## src/rtl/sram_port_arbiter_pkg.sv

```systemverilog
// Shared definitions for the SRAM port arbiter slice.
//   src_e       : requester ID carried through the outstanding-ID FIFO
//   sram_size_e : SRAM-like size encoding (bytes = 1 << size)
package sram_port_arbiter_pkg;

  typedef enum logic {
    SRC_INST = 1'b0,
    SRC_DATA = 1'b1
  } src_e;

  typedef enum logic [1:0] {
    SIZE_BYTE = 2'd0,
    SIZE_HALF = 2'd1,
    SIZE_WORD = 2'd2
  } sram_size_e;

endpackage

```

## src/rtl/ot_id_fifo.sv

```systemverilog
// In-order FIFO of requester IDs for accepted-but-unanswered requests.
//   clk, reset  : clock, synchronous active-high reset (empties the FIFO)
//   push_i      : enqueue push_id_i (ignored when full)
//   pop_i       : dequeue head (ignored when empty)
//   full_o      : DEPTH entries held
//   empty_o     : no entries held
//   head_o      : oldest ID, valid when !empty_o
module ot_id_fifo
  import sram_port_arbiter_pkg::*;
#(
  parameter int unsigned DEPTH = 4
) (
  input  logic clk,
  input  logic reset,
  input  logic push_i,
  input  src_e push_id_i,
  input  logic pop_i,
  output logic full_o,
  output logic empty_o,
  output src_e head_o
);

  localparam int unsigned PW = $clog2(DEPTH);
  localparam int unsigned CW = $clog2(DEPTH + 1);

  logic [PW-1:0] rd_q, rd_d, wr_q, wr_d;
  logic [CW-1:0] cnt_q, cnt_d;
  src_e          mem_q [DEPTH];
  logic          do_push, do_pop;

  // Pointers wrap naturally because DEPTH is a power of two.
  always_comb begin
    full_o  = (cnt_q == CW'(DEPTH));
    empty_o = (cnt_q == '0);
    do_push = push_i && !full_o;
    do_pop  = pop_i && !empty_o;
    wr_d    = wr_q + PW'(do_push);
    rd_d    = rd_q + PW'(do_pop);
    cnt_d   = cnt_q + CW'(do_push) - CW'(do_pop);
    head_o  = mem_q[rd_q];
  end

  always_ff @(posedge clk) begin
    if (reset) begin
      rd_q  <= '0;
      wr_q  <= '0;
      cnt_q <= '0;
    end else begin
      rd_q  <= rd_d;
      wr_q  <= wr_d;
      cnt_q <= cnt_d;
    end
  end

  always_ff @(posedge clk) begin
    if (do_push) mem_q[wr_q] <= push_id_i;
  end

endmodule

```

## src/rtl/sram_port_arbiter.sv

```systemverilog
// Shares one SRAM-like port between instruction fetch (inst_*) and
// load/store (data_*). Data has priority; a grant is held until its address
// handshake completes; an in-order ID FIFO routes each response back.
//   clk, reset                  : clock, synchronous active-high reset
//   inst_* / data_* (in)        : req, wr, size, wstrb, addr, wdata
//   inst_* / data_* (out)       : addr_ok, data_ok, rdata
//   mem_* (out)                 : req, wr, size, wstrb, addr, wdata
//   mem_addr_ok/data_ok/rdata   : shared port handshake and read data
//   proto_err                   : sticky, response seen with no outstanding ID
module sram_port_arbiter
  import sram_port_arbiter_pkg::*;
#(
  parameter int unsigned OT_DEPTH = 4,
  parameter int unsigned AW       = 32,
  parameter int unsigned DW       = 32
) (
  input  logic            clk,
  input  logic            reset,
  input  logic            inst_req,
  input  logic            inst_wr,
  input  logic [1:0]      inst_size,
  input  logic [DW/8-1:0] inst_wstrb,
  input  logic [AW-1:0]   inst_addr,
  input  logic [DW-1:0]   inst_wdata,
  output logic            inst_addr_ok,
  output logic            inst_data_ok,
  output logic [DW-1:0]   inst_rdata,
  input  logic            data_req,
  input  logic            data_wr,
  input  logic [1:0]      data_size,
  input  logic [DW/8-1:0] data_wstrb,
  input  logic [AW-1:0]   data_addr,
  input  logic [DW-1:0]   data_wdata,
  output logic            data_addr_ok,
  output logic            data_data_ok,
  output logic [DW-1:0]   data_rdata,
  output logic            mem_req,
  output logic            mem_wr,
  output logic [1:0]      mem_size,
  output logic [DW/8-1:0] mem_wstrb,
  output logic [AW-1:0]   mem_addr,
  output logic [DW-1:0]   mem_wdata,
  input  logic            mem_addr_ok,
  input  logic            mem_data_ok,
  input  logic [DW-1:0]   mem_rdata,
  output logic            proto_err
);

  logic lock_q, lock_d;
  src_e lock_id_q, lock_id_d;
  logic proto_err_q, proto_err_d;

  src_e grant;
  logic gnt_req, issue, pop;
  logic fifo_full, fifo_empty;
  src_e fifo_head;

  always_comb begin
    grant   = lock_q ? lock_id_q : (data_req ? SRC_DATA : SRC_INST);
    gnt_req = (grant == SRC_DATA) ? data_req : inst_req;
    // Full is judged on the registered count: a same-cycle pop does not free a slot.
    mem_req = gnt_req && !fifo_full && !reset;
    issue   = mem_req && mem_addr_ok;

    if (grant == SRC_DATA) begin
      mem_wr    = data_wr;
      mem_size  = data_size;
      mem_wstrb = data_wstrb;
      mem_addr  = data_addr;
      mem_wdata = data_wdata;
    end else begin
      mem_wr    = inst_wr;
      mem_size  = inst_size;
      mem_wstrb = inst_wstrb;
      mem_addr  = inst_addr;
      mem_wdata = inst_wdata;
    end

    inst_addr_ok = issue && (grant == SRC_INST);
    data_addr_ok = issue && (grant == SRC_DATA);

    pop          = mem_data_ok && !fifo_empty && !reset;
    inst_data_ok = pop && (fifo_head == SRC_INST);
    data_data_ok = pop && (fifo_head == SRC_DATA);
    inst_rdata   = inst_data_ok ? mem_rdata : '0;
    data_rdata   = data_data_ok ? mem_rdata : '0;

    // Lock holds across full stalls because it only changes while mem_req is up.
    lock_d    = lock_q;
    lock_id_d = lock_id_q;
    if (mem_req) begin
      if (mem_addr_ok) begin
        lock_d = 1'b0;
      end else begin
        lock_d    = 1'b1;
        lock_id_d = grant;
      end
    end

    proto_err_d = proto_err_q || (mem_data_ok && fifo_empty);
    proto_err   = proto_err_q;
  end

  always_ff @(posedge clk) begin
    if (reset) begin
      lock_q      <= 1'b0;
      lock_id_q   <= SRC_INST;
      proto_err_q <= 1'b0;
    end else begin
      lock_q      <= lock_d;
      lock_id_q   <= lock_id_d;
      proto_err_q <= proto_err_d;
    end
  end

  ot_id_fifo #(
    .DEPTH (OT_DEPTH)
  ) u_ot_id_fifo (
    .clk       (clk),
    .reset     (reset),
    .push_i    (issue),
    .push_id_i (grant),
    .pop_i     (pop),
    .full_o    (fifo_full),
    .empty_o   (fifo_empty),
    .head_o    (fifo_head)
  );

endmodule

```

## config.mk

```make
export PLATFORM = sky130hd
export DESIGN_NAME = sram_port_arbiter
export DESIGN_NICKNAME = d
export VERILOG_FILES = /design/src/rtl/sram_port_arbiter_pkg.sv /design/src/rtl/ot_id_fifo.sv /design/src/rtl/sram_port_arbiter.sv
export SDC_FILE = /design/constraint.sdc
export NUM_CORES = 1
export LEC_CHECK = 0
export CAP_MARGIN = 20
export CORE_AREA = 4 4 121 123
export DETAILED_ROUTE_END_ITERATION = 8
export DIE_AREA = 0 0 125 127
export PLACE_DENSITY = 0.68
export REMOVE_ABC_BUFFERS = 1
export SLEW_MARGIN = 40
export SYNTH_ARGS = -nofsm -noshare
export SYNTH_HDL_FRONTEND = slang
export SYNTH_SLANG_ARGS = --single-unit
```

## constraint.sdc

```tcl
create_clock -name clk -period 2.9 [get_ports clk]
set_input_delay 0.725 -clock clk [delete_from_list [all_inputs] [get_ports clk]]
set_output_delay 0.725 -clock clk [all_outputs]
set_load 0.005 [all_outputs]
```

==> flow_summary.ini, run 1 <==
[global_route]
grt-busiest-layer = met2
grt_max_degree = 34
grtUsageMet3 = 0.0635
grt.met2_usage = 0.314
grt_use_total = 0.156
grt_pass1_vias = 3314
grt_overflow = 0
use_met1 = 0.152
grt_pass1_wl_um = 19400
antenna_found_initial = 1

[pwr]
power.density_mw_per_mm2 = 314
peakVddDrop_mv = 0.119
power.total_w = 0.00192
leakagePower_nw = 3.29

[clocking]
root_buffer = clkbuf_16
clock-sinks = 14
clk_latency_ns = 0.25
cts_buffer_depth = 2
numCtsBuffers = 3
cts_tree = built
cts_max_level = 1
clkTransAtPathRegs_ns = 0.05
cts_hold_buf = 0

[setup_path]
end_kind = output port
arrival_ns = 2.12
path_class = in2out
worstPathRequired_ns = 2.17
worstPathMaxFanout = 11
startpoint_type = input port

[run]
max-cap-violations = 0

[floorplan]
die_h_um = 127
core_area_mm2 = 0.0137
io_pins = 321
rows = 43
die_x_um = 125
start_util = 0.156
dieArea_mm2 = 0.0159

[drt]
drc = 0
ant_nets = 0
drt_iter0_drc = 34
routed_via_density = 4.17
detail_route.wirelength_um = 14000
vias = 3116
avgRoutedWirePerCell_um = 18.8
drtPass1Iterations = 4

[sta]
fin_hold_ws_ns = 0.483
post-route-period-util = 0.982
slew_headroom = 0.818
fmax_mhz = 351
setup_violations = 0
final.setup_skew_ns = 0.00263
fin_crit_ns = 2.85
drv_slew = 0
worstMarginPinSlew_ns = 0.271
final_hold_viol_count = 0

[cells_and_area]
fillerInstances = 1353
final_cell_mix = clkdlybuf4s50_1, dlygate4sd2_1, mux2_2
layout_commonest_cell = clkdlybuf4s50_1
syn2layout_area_growth_pct = 186
final_cells = 747
diodes = 0
final_nets = 753
multi_input_area_mm2 = 0.00166
post-route-util = 0.447
drive_gt1_frac = 0.316
seq_area_um2 = 320

[logic_synthesis]
syn-cell-area_mm2 = 0.00213
synth_edf_count = 4
synth.top_cells.by_area = mux2_2, and3_2, dfxtp_1
ys_warn_count = 0
synth_flop_cell = dfxtp_1
synth.top_cell.area_share = 0.354
ys_seq_area_frac = 0.150
synth_top_cell_by_area = mux2_2
postSynth.asyncResetShare = 0
postSynthAreaPerCell_um2 = 9.61
syn_inst = 222
ys_seq_elements = 14
post_synth_num_cell_types = 35

[placed_design]
gp_congestion = 0.887
io_buffers = 320
place_hpwl_um = 11500
dp.cells = 719

[outcome]
outcome = completed

[worst_hold_path]
hold_class = reg2reg
-- Yosys cell counts, types with 2 or more instances --
library cell,instances
mux2_2,67
mux2i_1,3
edfxtp_1,4
and3_2,45
xnor2_1,4
ha_1,4
dfxtp_1,10
nor2_1,9
inv_1,6
mux2_1,6
and3_1,20
buf_6,6
nor2b_1,5
clkbuf_1,7
clkbuf_2,5
nor3b_1,2
-- worst paths after layout --
| kind | start | to | slack (ns) | cells after the start |
|---|---|---|---|---|
| hold / removal | proto_err$_SDFF_PP0_ | proto_err$_SDFF_PP0_ | 0.48 | 2 |
| setup / recovery | data_req | mem_addr[24] | 0.05 | 7 |
| setup reg to reg | u_ot_id_fifo.cnt_q[1]$_SDFF_PP0_ | u_ot_id_fifo.cnt_q[2]$_SDFF_PP0_ | 0.55 | 11 |
| hold reg to reg | proto_err$_SDFF_PP0_ | proto_err$_SDFF_PP0_ | 0.48 | 2 |
-- flip-flops by register name, indices dropped and copies added, names as in the netlist --
register and cells:
lock_q 1, proto_err 1, u_ot_id_fifo.wr_q 2, u_ot_id_fifo.mem_q 4
u_ot_id_fifo.cnt_q 3, u_ot_id_fifo.rd_q 2, lock_id_q 1
-- power breakdown --
| part | internal, W | switching [W] |
|---|---|---|
| registers | 0.000232 | 0.0000296 |
| logic | 0.000894 | 0.000470 |
| clock network | 0.000209 | 0.0000828 |
-- cell families after synthesis --
logic type,share of synthesized area
fa+ha+maj,0.0328
mux,0.417
buf+inv,0.0774
flops,0.150
xor+xnor,0.0164
compound gates,0.0229
simple gates,0.283
-- worst max-delay path, stage by stage --
cell           delay, ns
buf_2               0.12
mux2i_4             0.17
buf_6               0.14
buf_12              0.10
bufbuf_16           0.26
mux2_2              0.34
dlygate4sd2_1       0.26
-- area by class of cell --
cell class | count | area share
Timing Repair Buffer | 362 | 0.619
Multi-Input combinational cell | 180 | 0.272
Sequential cell | 14 | 0.0525
Tap cell | 180 | 0.0369
Clock buffer | 4 | 0.0145
Inverter | 7 | 0.00430
-- per-stage QoR --
step | TNS [ns] | worst slack (ns) | area (um^2)
after floorplan | -41.24 | -0.426 | 1990
after global placement | -43.89 | -0.382 | 5620
after detailed placement | -48.38 | -0.422 | 5620
after CTS | 0 | 0.00424 | 5950
after global routing | -0.00830 | -0.00730 | 6110
final | 0 | 0.0522 | 6110
-- per-layer routing --
layer	wire [um]	vias up
met5	13	-
met4	258	2
met3	1490	17
met2	7530	202
met1	4730	1396
li1	-	1499
-- repair_timing --
| action | in CTS | in global routing |
|---|---|---|
| endpoints found under the setup margin | 140 | 51 |
| gates cloned | 7 | 3 |
| setup buffers | 10 | 4 |
| pin swaps | 1 | 0 |
| resized for setup | 137 | 40 |
Power figures use the tool's default switching activity.
==> inputs of run 2 (changes only) <==
--- a/config.mk
+++ b/config.mk
@@ -6,12 +6,14 @@
 export NUM_CORES = 1
 export LEC_CHECK = 0
 export CAP_MARGIN = 20
-export CORE_AREA = 4 4 121 123
+export CORE_AREA = 4 4 122 124
 export DETAILED_ROUTE_END_ITERATION = 8
-export DIE_AREA = 0 0 125 127
-export PLACE_DENSITY = 0.68
+export DIE_AREA = 0 0 126 128
+export PLACE_DENSITY = 0.66
 export REMOVE_ABC_BUFFERS = 1
+export SETUP_SLACK_MARGIN = 0.15
 export SLEW_MARGIN = 40
 export SYNTH_ARGS = -nofsm -noshare
 export SYNTH_HDL_FRONTEND = slang
+export SYNTH_HIERARCHICAL = 1
 export SYNTH_SLANG_ARGS = --single-unit
==> flow_summary.ini, run 2 <==
[pwr]
power.total_w = 0.00182
leakagePower_nw = 2.93
peakVddDrop_mv = 0.210
power.density_mw_per_mm2 = 298

[placed_design]
place_hpwl_um = 12300
dp.cells = 723
io_buffers = 320
placed_area_mm2 = 0.00566
gp_congestion = 0.957

[clocking]
clock-sinks = 14
clkTransAtPathRegs_ns = 0.04
cts_max_level = 1
numCtsBuffers = 3
root_buffer = clkbuf_16
cts_buffer_depth = 2
clk_latency_ns = 0.24
cts_tree = built

[sta]
fmax_mhz = 356
setup_violations = 0
tns_ns = 0
drv_slew = 0
fin_crit_ns = 2.81
final.setup_skew_ns = 0.00333
slew_headroom = 0.767
worstMarginPinSlew_ns = 0.347
post-route-period-util = 0.969
final_hold_viol_count = 0
rsz0062_at_grt = true

[drt]
ant_nets = 0
drc = 0
avgRoutedWirePerCell_um = 19.4
drt_iter0_drc = 51
routed_via_density = 4.20
vias = 3229
detail_route.wirelength_um = 14900
drtPass1Iterations = 4

[global_route]
antenna_found_initial = 0
grt_use_total = 0.166
grt_overflow = 0
grt_pass1_vias = 3413
grt_max_degree = 34
grt_pass1_wl_um = 20600

[logic_synthesis]
syn-cell-area_mm2 = 0.00206
post_synth_num_cell_types = 36
postSynth.asyncResetShare = 0
yosysMostFrequentCell = mux2_1
synth_adder_area_share = 0.0219
synth_edf_count = 4
synth_top_family_by_area = multiplexers
ys_seq_elements = 14
syn_inst = 213
synth.top_cell.area_share = 0.328
synthTopCellsByCount = mux2_1, and2_1, and3_1
ys_warn_count = 6
synth_flop_cell = dfxtp_1
ys_seq_area_frac = 0.156
synth_compound_area_frac = 0.0334
synthXorXnorAreaFrac = 0.0255
yosys.area_share.simple = 0.273
postSynthAreaPerCell_um2 = 9.66
synth_top_cell_by_area = mux2_1
synthMuxAreaShare = 0.430
synth.top_cells.by_area = mux2_1, and2_1, and3_1

[setup_path]
path_class = in2out
rrSetupSlack_ns = 0.34
startpoint_type = input port
regToRegStartpoint = u_ot_id_fifo/cnt_q[2]$_SDFF_PP0_
worstPathRequired_ns = 2.17
ff2ff_path_depth = 13
end_kind = output port
crit_path_start = data_req
r2r-end = u_ot_id_fifo/cnt_q[2]$_SDFF_PP0_
worstPathMaxFanout = 7
arrival_ns = 2.09

[cells_and_area]
final_nets = 773
largestRegisters = u_ot_id_fifo/mem_q: 4 flops, u_ot_id_fifo/cnt_q: 3 flops
post-route-util = 0.444
final_cells = 769
stdcell_area_mm2 = 0.00611
final_cell_mix = clkdlybuf4s50_1, clkbuf_2, dlygate4sd2_1
top_register = u_ot_id_fifo/mem_q
drive_gt1_frac = 0.355
diodes = 0
layout_commonest_cell = clkdlybuf4s50_1
largest_reg_flops = 4
syn2layout_area_growth_pct = 197

[worst_hold_path]
hold_class = reg2reg
holdPathEnd = proto_err$_SDFF_PP0_
worstHoldPathCells = 2
worstHoldStart = proto_err$_SDFF_PP0_

[floorplan]
start_util = 0.149
core_area_mm2 = 0.0138
die_h_um = 128
io_pins = 321
rows = 43
die_x_um = 126
dieArea_mm2 = 0.0161

[run]
max-cap-violations = 0

[outcome]
outcome = completed
run 2: worst max path at each step:
stage / to
after global placement: u_ot_id_fifo/cnt_q[2]$_SDFF_PP0_
after floorplan: data_addr_ok
final: mem_wdata[0]
after CTS: inst_addr_ok
after detailed placement: u_ot_id_fifo/cnt_q[2]$_SDFF_PP0_
after global routing: mem_wdata[0]
run 2: layout make-up:
class	instances	area (um^2)
flip-flops and latches	14	325
fillers	1351	7660
well taps	180	225
clock buffers	3	75.1
inverters	4	15.0
multi-input cells	179	1740
clock inverters	1	3.75
repair buffers	388	3720
run 2: logic make-up (layout without fill, tap and decap cells):
| kind of cell | after synthesis | count (layout) |
|---|---|---|
| and+or+nand+nor | 88 | 88 |
| muxes | 74 | 74 |
| AOI/OAI and AO/OA | 8 | 8 |
| DFF | 14 | 14 |
| buffers and inverters | 20 | 396 |
| adders and majority gates | 3 | 3 |
| xor gates and xnor gates | 6 | 6 |
run 2: power breakdown:
part           switching (W)  leakage (nW)  internal, W
sequential         0.0000298         0.120     0.000225
combinational       0.000440          2.77     0.000866
clock              0.0000762        0.0385     0.000182
total               0.000546          2.93      0.00127
run 2: critical path: stages:
cell and delay [ns]:
buf_8 0.10, mux2i_4 0.16, buf_12 0.14, buf_8 0.10, buf_6 0.10, buf_16 0.11
buf_12 0.12, buf_6 0.10, mux2_4 0.30, buf_6 0.12
run 2: routing by layer:
layer | GRT usage | wire length (um)
met1 | 0.159 | 4970
met2 | 0.321 | 7930
met3 | 0.0600 | 1460
met4 | 0.0650 | 570
met5 | 0 | 0
run 2: metrics by stage:
stage                     hold WS, ns  worst slack [ns]
final                           0.463            0.0893
after detailed placement        0.457            -0.591
after floorplan                 0.460            -0.519
after CTS                       0.467            0.0202
after global placement          0.455            -0.567
after global routing            0.480            0.0566
run 2: what timing repair did:
| action | CTS | global route |
|---|---|---|
| setup endpoints to repair | 142 | 117 |
| pin swaps | 5 | 4 |
| gates cloned | 7 | 3 |
| buffers inserted | 29 | 3 |
| hold buffers | 0 | 0 |
| resized for setup | 282 | 149 |
